`config.mk`:
```
export PLATFORM = sky130hd
export DESIGN_NAME = pc_unit_flat
export DESIGN_NICKNAME = d
export VERILOG_FILES = /design/src/rtl/pc_pkg.sv /design/src/rtl/pc_unit_if.sv /design/src/rtl/pc_target_calc.sv /design/src/rtl/pc_unit.sv /design/src/flat_wrapper.sv
export SDC_FILE = /design/constraint.sdc
export NUM_CORES = 1
export LEC_CHECK = 0
export ABC_AREA = 1
export BUFFER_PORTS_ARGS = -buffer_cell sky130_fd_sc_hd__buf_2
export CORE_MARGIN = 4
export CORE_UTILIZATION = 45
export DETAILED_ROUTE_END_ITERATION = 10
export GPL_ROUTABILITY_DRIVEN = 0
export PLACE_DENSITY = 0.72
export SYNTH_ARGS = -nofsm -noshare
export SYNTH_HDL_FRONTEND = slang
export SYNTH_SLANG_ARGS = --single-unit
```
`constraint.sdc`:
```
create_clock -name CLK -period 4 [get_ports CLK]
set_clock_uncertainty 0.15 [all_clocks]
set_input_delay 0.2 -clock CLK [delete_from_list [all_inputs] [get_ports CLK]]
set_output_delay 0.2 -clock CLK [all_outputs]
set_load 0.01 [all_outputs]
```
`src/rtl/pc_pkg.sv`:
```
// Shared definitions for the program-counter unit and its instruction-memory peers.
package pc_pkg;

  localparam int DEFAULT_INSTR_BYTES = 4;

  typedef enum logic [1:0] {
    BOOT   = 2'd0,
    RUN    = 2'd1,
    BUBBLE = 2'd2
  } pc_state_t;

  // Ceiling log2, used for the instruction-alignment shift.
  function automatic int clog2(input int value);
    int r;
    r = 0;
    for (int i = 0; i < 31; i++) begin
      if ((1 << i) < value) r = i + 1;
    end
    return r;
  endfunction

endpackage

```
`src/rtl/pc_unit_if.sv`:
```
// Redirect requests in, fetch address and status out.
// Handshake: requests have no ready; while STALL is high they are ignored and
// the requester keeps them asserted until STALL drops.
interface pc_unit_if #(
  parameter int WIDTH    = 32,
  parameter int OFFSET_W = 8
);
  logic                STALL;
  logic                BRANCH_EN;
  logic                JUMP_EN;
  logic [OFFSET_W-1:0] OFFSET;
  logic [WIDTH-1:0]    TARGET;
  logic [WIDTH-1:0]    PC;
  logic [WIDTH-1:0]    PC_PLUS;
  logic                INSTR_VALID;
  logic                REDIRECT;
  logic                MISALIGN;

  modport master (
    output STALL, BRANCH_EN, JUMP_EN, OFFSET, TARGET,
    input  PC, PC_PLUS, INSTR_VALID, REDIRECT, MISALIGN
  );

  modport slave (
    input  STALL, BRANCH_EN, JUMP_EN, OFFSET, TARGET,
    output PC, PC_PLUS, INSTR_VALID, REDIRECT, MISALIGN
  );
endinterface

```
`src/rtl/pc_target_calc.sv`:
```
// Combinational next-address logic: link value, branch/jump targets, alignment check.
module pc_target_calc
  import pc_pkg::*;
#(
  parameter int WIDTH       = 32,
  parameter int INSTR_BYTES = DEFAULT_INSTR_BYTES,
  parameter int OFFSET_W    = 8
) (
  input  logic [WIDTH-1:0]    pc,
  input  logic                branch_en,
  input  logic                jump_en,
  input  logic [OFFSET_W-1:0] offset,
  input  logic [WIDTH-1:0]    target,
  output logic [WIDTH-1:0]    pc_plus,
  output logic [WIDTH-1:0]    redir_pc,
  output logic                take,
  output logic                misalign
);
  localparam int               SH       = clog2(INSTR_BYTES);
  localparam logic [WIDTH-1:0] LOW_MASK = WIDTH'(INSTR_BYTES - 1);

  logic [WIDTH-1:0] off_ext;
  logic [WIDTH-1:0] branch_pc;
  logic [WIDTH-1:0] jump_pc;

  assign pc_plus   = pc + WIDTH'(INSTR_BYTES);
  assign off_ext   = WIDTH'($signed(offset));
  // Offset counts instructions, so scale to bytes before adding to the link value.
  assign branch_pc = pc_plus + (off_ext << SH);
  assign jump_pc   = target & ~LOW_MASK;

  always_comb begin
    take     = jump_en | branch_en;
    redir_pc = jump_en ? jump_pc : branch_pc;
    misalign = jump_en & (|(target & LOW_MASK));
  end
endmodule

```
`src/rtl/pc_unit.sv`:
```
// Program counter: fetch address register, BOOT/RUN/BUBBLE sequencing and redirect handling.
module pc_unit
  import pc_pkg::*;
#(
  parameter int               WIDTH        = 32,
  parameter logic [WIDTH-1:0] RESET_VECTOR = '0,
  parameter int               INSTR_BYTES  = DEFAULT_INSTR_BYTES,
  parameter int               OFFSET_W     = 8,
  parameter int               BUBBLES      = 1
) (
  input  logic      CLK,
  input  logic      RESET,
  pc_unit_if.slave  bus,
  output pc_state_t DBG_STATE
);
  localparam logic [2:0] BUB_CNT = 3'(BUBBLES);

  pc_state_t        state_q, state_d;
  logic [2:0]       cnt_q, cnt_d;
  logic [WIDTH-1:0] pc_q, pc_d;
  logic             valid_q, valid_d;
  logic             redirect_q, redirect_d;
  logic             misalign_q, misalign_d;

  logic [WIDTH-1:0] pc_plus;
  logic [WIDTH-1:0] redir_pc;
  logic             take;
  logic             misalign;

  pc_target_calc #(
    .WIDTH       (WIDTH),
    .INSTR_BYTES (INSTR_BYTES),
    .OFFSET_W    (OFFSET_W)
  ) u_calc (
    .pc        (pc_q),
    .branch_en (bus.BRANCH_EN),
    .jump_en   (bus.JUMP_EN),
    .offset    (bus.OFFSET),
    .target    (bus.TARGET),
    .pc_plus   (pc_plus),
    .redir_pc  (redir_pc),
    .take      (take),
    .misalign  (misalign)
  );

  always_ff @(posedge CLK or negedge RESET) begin
    if (!RESET) begin
      state_q    <= BOOT;
      cnt_q      <= '0;
      pc_q       <= RESET_VECTOR;
      valid_q    <= 1'b0;
      redirect_q <= 1'b0;
      misalign_q <= 1'b0;
    end else begin
      state_q    <= state_d;
      cnt_q      <= cnt_d;
      pc_q       <= pc_d;
      valid_q    <= valid_d;
      redirect_q <= redirect_d;
      misalign_q <= misalign_d;
    end
  end

  always_comb begin
    state_d    = state_q;
    cnt_d      = cnt_q;
    pc_d       = pc_q;
    valid_d    = valid_q;
    redirect_d = 1'b0;
    misalign_d = 1'b0;
    if (!bus.STALL) begin
      unique case (state_q)
        BOOT: begin
          state_d = RUN;
          valid_d = 1'b1;
        end
        RUN, BUBBLE: begin
          if (take) begin
            pc_d       = redir_pc;
            redirect_d = 1'b1;
            misalign_d = misalign;
            if (BUBBLES > 0) begin
              state_d = BUBBLE;
              cnt_d   = BUB_CNT;
              valid_d = 1'b0;
            end else begin
              state_d = RUN;
              valid_d = 1'b1;
            end
          end else if (state_q == BUBBLE) begin
            // PC parks on the target so it is fetched exactly once when the bubbles end.
            cnt_d = cnt_q - 3'd1;
            if (cnt_q == 3'd1) begin
              state_d = RUN;
              valid_d = 1'b1;
            end
          end else begin
            pc_d    = pc_plus;
            valid_d = 1'b1;
          end
        end
        default: state_d = BOOT;
      endcase
    end
  end

  assign bus.PC          = pc_q;
  assign bus.PC_PLUS     = pc_plus;
  assign bus.INSTR_VALID = valid_q;
  assign bus.REDIRECT    = redirect_q;
  assign bus.MISALIGN    = misalign_q;
  assign DBG_STATE       = state_q;
endmodule

```
`src/flat_wrapper.sv`:
```
// flat-port wrapper written by rule: the top's interface ports become plain ports
module pc_unit_flat import pc_pkg::*;
#(
  parameter int               WIDTH        = 32,
  parameter logic [WIDTH-1:0] RESET_VECTOR = '0,
  parameter int               INSTR_BYTES  = DEFAULT_INSTR_BYTES,
  parameter int               OFFSET_W     = 8,
  parameter int               BUBBLES      = 1
)
  (CLK, RESET, DBG_STATE, bus_STALL, bus_BRANCH_EN, bus_JUMP_EN, bus_OFFSET, bus_TARGET, bus_PC, bus_PC_PLUS, bus_INSTR_VALID, bus_REDIRECT, bus_MISALIGN);
  pc_unit_if #(.WIDTH(WIDTH), .OFFSET_W(OFFSET_W)) bus_i ();
  input  logic CLK;
  input  logic RESET;
  output pc_state_t DBG_STATE;
  input wire logic [$bits(bus_i.STALL)-1:0] bus_STALL;
  input wire logic [$bits(bus_i.BRANCH_EN)-1:0] bus_BRANCH_EN;
  input wire logic [$bits(bus_i.JUMP_EN)-1:0] bus_JUMP_EN;
  input wire logic [$bits(bus_i.OFFSET)-1:0] bus_OFFSET;
  input wire logic [$bits(bus_i.TARGET)-1:0] bus_TARGET;
  output wire logic [$bits(bus_i.PC)-1:0] bus_PC;
  output wire logic [$bits(bus_i.PC_PLUS)-1:0] bus_PC_PLUS;
  output wire logic [$bits(bus_i.INSTR_VALID)-1:0] bus_INSTR_VALID;
  output wire logic [$bits(bus_i.REDIRECT)-1:0] bus_REDIRECT;
  output wire logic [$bits(bus_i.MISALIGN)-1:0] bus_MISALIGN;
  assign bus_i.STALL = bus_STALL;
  assign bus_i.BRANCH_EN = bus_BRANCH_EN;
  assign bus_i.JUMP_EN = bus_JUMP_EN;
  assign bus_i.OFFSET = bus_OFFSET;
  assign bus_i.TARGET = bus_TARGET;
  assign bus_PC = bus_i.PC;
  assign bus_PC_PLUS = bus_i.PC_PLUS;
  assign bus_INSTR_VALID = bus_i.INSTR_VALID;
  assign bus_REDIRECT = bus_i.REDIRECT;
  assign bus_MISALIGN = bus_i.MISALIGN;
  pc_unit #(.WIDTH(WIDTH), .RESET_VECTOR(RESET_VECTOR), .INSTR_BYTES(INSTR_BYTES), .OFFSET_W(OFFSET_W), .BUBBLES(BUBBLES)) u_core (.CLK(CLK), .RESET(RESET), .bus(bus_i), .DBG_STATE(DBG_STATE));
endmodule
```
==> summary.txt <==
Min path
  • Hold Path Cell Cnt: 3
  • Hold Path Class: in2reg
  • Worst Hold Launch: bus_TARGET[0]
  • Worst Hold Endpoint: u_core.bus.MISALIGN

GRT
  • Initial antenna violation count: 0
  • First-pass GRT wire length: 27410 µm
  • Via count of the first global-routing pass: 5451
  • Global route total overflow: 0
  • All-Layer GR Usage: 26.19%
  • Largest net degree at the start of global routing: 49

Placement
  • Placed cell count: 1105
  • Number of port buffers: 109
  • HPWL after detailed placement: 13690 µm

Synthesis
  • Register bit total from synthesis: 38
  • Synth cell count leaders: 300 x nand2_1, 124 x inv_1, 74 x a21oi_1, 72 x nor2_1, 49 x nand3_1
  • Flip-flop cell with the highest count after synthesis: dfrtp_1
  • Most frequently used cell type in the post-synthesis netlist: nand2_1
  • Synth top area cells: nand2_1 22%, dfrtp_1 19%, ha_1 10%
  • Instance count of the mapped netlist: 871
  • Number of synthesized flops with an enable pin: 0
  • Number of distinct library cell variants in the gate-level netlist after synthesis: 39
  • Async S/R FF share, synth: 100.0%
  • Synthesis Warnings: 0
  • Portion of the post-synthesis area used by sequential elements: 18.69%
  • Share of the synthesized area in the top cell type: 22.13%
  • Total standard cell area after synthesis: 0.005087 mm²
  • Cell taking the most area after synthesis: nand2_1
  • Synth Area per Inst: 5.841 µm²

Critical path
  • Number of cell instances on the worst register-to-register path: 20
  • Reg2reg setup slack: 0.28 ns
  • Largest fanout on the critical path: 5
  • Capture instance of the worst register-to-register path: u_core.bus.PC[22]
  • Max stage delay cell, worst path: dfrtp_1
  • Buf+Inv Stages, Crit Path: 4
  • Kind of end point of the critical path: flip-flop
  • Most frequent cell on the critical path: nand2_1
  • Largest incremental delay on the critical path: 0.43 ns
  • Required time at the worst-slack endpoint: 4.07 ns
  • WP data arrival: 3.79 ns
  • CP top delay family: simple AND/OR/NAND/NOR gates
  • Critical path launch point type: flip-flop
  • Depth of the critical timing path with buffers and inverters included: 20
  • CP Class: reg2reg
  • Cell chain of the critical path: ha_2, nand2_1, nor2_2, nand2_1, inv_2, nand3_1, xor2_1, inv_1, ha_1, nand2_1, inv_1, a21oi_1, nand3_1, nand2_1, nand2_1, nand2_1, inv_1, o21ai_0, nand2_1, nand2_1
  • Critical R2R Launch: u_core.bus.PC[2]

Die
  • Number of placed I/O pins: 114
  • Chip Height: 114.3 µm
  • Die area: 0.01307 mm²
  • Width of the chip: 114.3 µm
  • Number of placement rows: 38
  • Area inside the core boundary: 0.01094 mm²
  • Initial standard-cell utilization of the core: 46.52%

STA
  • Final-report max-slew violation count: 0
  • RSZ-0062 raised after global routing: no
  • Number of endpoints with negative hold slack in the final report: 0
  • Worst slew margin: 24.63%
  • Timing-limited maximum frequency: 268.8 MHz
  • Final count of negative-setup-slack endpoints: 0
  • Post-layout min period: 3.721 ns
  • Period utilization: 93.02%
  • Worst Max-Slew Pin Slew: 1.129 ns
  • Sum of negative setup slack: 0 ns

CTS
  • Clock insertion delay at the later pin of the skew report: 0.28 ns
  • TritonCTS buffer count: 5
  • Clock-pin transition on the worst setup and hold timing paths: 0.06 ns
  • CTS H-tree depth: 2
  • Buffer cell driving the clock tree root: clkbuf_16
  • CTS tree: yes
  • Number of clock sinks: 38
  • Bufs on Longest Clock Path: 2

Power
  • Worst VDD drop: 0.4209 mV
  • P per Cell Area: 746.8 mW/mm²
  • Leak Pwr: 3.368 nW

Finish
  • Final layout net count: 1061
  • Non-filler instance count after layout: 1114
  • Layout cells sized above 1: 14.37%
  • Area growth from synthesis to layout: 16.36%
  • Count of filler cells inserted in the layout: 1168
  • Antenna diode count: 0

Routing
  • Overall routed net length: 16930 µm
  • Remaining DRCs: 0
  • Avg WL per Cell: 15.20 µm
  • Count of nets left with antenna violations after detail routing: 0
  • Initial DRC count: 410
  • Via count: 5843
  • Routed vias/inst: 5.245
  • Detailed-routing iteration count for the pre-antenna-repair pass: 5

Run
  • # Max-Cap Violations: 0

Status
  • Status: complete, no violations
[cell usage in the layout, fill, tap and decap left out, types with 6 or more instances in the layout]
master / count
nand2_1: 300
inv_1: 124
buf_2: 109
a21oi_1: 74
nor2_1: 72
nand3_1: 49
ha_1: 41
dfrtp_1: 38
o21ai_0: 32
xor2_1: 20
nor3_1: 14
xnor2_1: 12
nand4_1: 11
o21bai_1: 10
o22ai_1: 6
o211ai_1: 6
[repair_timing]
action | in CTS | in global routing
resized for setup | 0 | 1
hold endpoints to repair | 38 | 0
buffers inserted | 0 | 0
endpoints found under the setup margin | 0 | 2
hold buffers | 1 | 0
[final cells by class]
| cell class | count | area, µm² | share of cell area [%] |
|---|---|---|---|
| clock buffer | 5 | 125.1 | 2.114 |
| clock inverter | 3 | 45.04 | 0.7609 |
| inverter | 127 | 476.7 | 8.053 |
| multi-input combinational | 686 | 3553 | 60.03 |
| sequential | 38 | 950.9 | 16.06 |
| tap | 140 | 175.2 | 2.959 |
| timing repair buffer | 115 | 593.1 | 10.02 |
[worst min-delay path: cells and delay by family]
family                 cells  cell delay (ns)
AO/OA/AOI/OAI              1             0.09
AND/OR/NAND/NOR            1             0.10
buffers and inverters      1             0.07
[through the flow]
| stage | total power, mW | instance area (µm²) | util, % | hold slack (ns) | setup WS (ns) |
|---|---|---|---|---|---|
| floorplan | 2.927 | 5099 | - | -0.2456 | 1.068 |
| global placement | 3.900 | 5737 | 52.46 | 0.2111 | 0.4800 |
| detailed placement | 3.911 | 5737 | 52.46 | 0.2205 | 0.3710 |
| CTS | 4.395 | 5917 | 54.11 | 0.07355 | 0.3272 |
| global route | 4.890 | 5919 | 54.13 | 0.09393 | 0.01388 |
| finish | 4.421 | 5919 | 54.13 | 0.06975 | 0.2793 |
[how the worst max path moves through the flow]
stage	start	end	slack, ns
floorplan	u_core.bus.PC[2]	u_core.bus.PC[30]	1.07
finish	u_core.bus.PC[2]	u_core.bus.PC[22]	0.28
detailed placement	u_core.bus.PC[2]	u_core.bus.PC[22]	0.37
global placement	u_core.bus.PC[2]	u_core.bus.PC[22]	0.48
CTS	u_core.bus.PC[2]	u_core.bus.PC[22]	0.33
global route	u_core.bus.PC[2]	u_core.bus.PC[30]	0.01
[layer usage]
| metal | track usage (%) | share of wire (%) | up-vias |
|---|---|---|---|
| met5 | 0 | 0 | - |
| met4 | 6.413 | 2.3 | 0 |
| met3 | 3.858 | 8.9 | 30 |
| met2 | 42.27 | 45 | 278 |
| met1 | 36.84 | 44 | 2567 |
| li1 | - | - | 2968 |
[kinds of logic (layout without fill, tap and decap cells)]
| kind of cell | count (synthesis) | in the layout | synth area share [%] |
|---|---|---|---|
| adders and majority gates | 43 | 43 | 10.72 |
| DFF | 38 | 38 | 18.69 |
| buffers and inverters | 150 | 250 | 11.83 |
| AOI/OAI and AO/OA | 135 | 135 | 14.51 |
| xor gates and xnor gates | 32 | 32 | 5.509 |
| and+or+nand+nor | 472 | 472 | 38.66 |
| other | 1 | 4 | 0.07371 |
[report_power, final]
group          switching, mW  total [mW]  internal (mW)
clock network          0.171       0.465          0.294
registers              0.269       0.832          0.564
logic                   2.01        3.12           1.12
total                   2.45        4.42           1.97
[sequential cells by signal (all words and copies together) (netlist names)]
register	cells
u_core.cnt_q	3
u_core.bus.REDIRECT	1
u_core.DBG_STATE	2
u_core.bus.PC	30
u_core.bus.INSTR_VALID	1
u_core.bus.MISALIGN	1
Note: power is estimated with default switching activity, not from simulation.
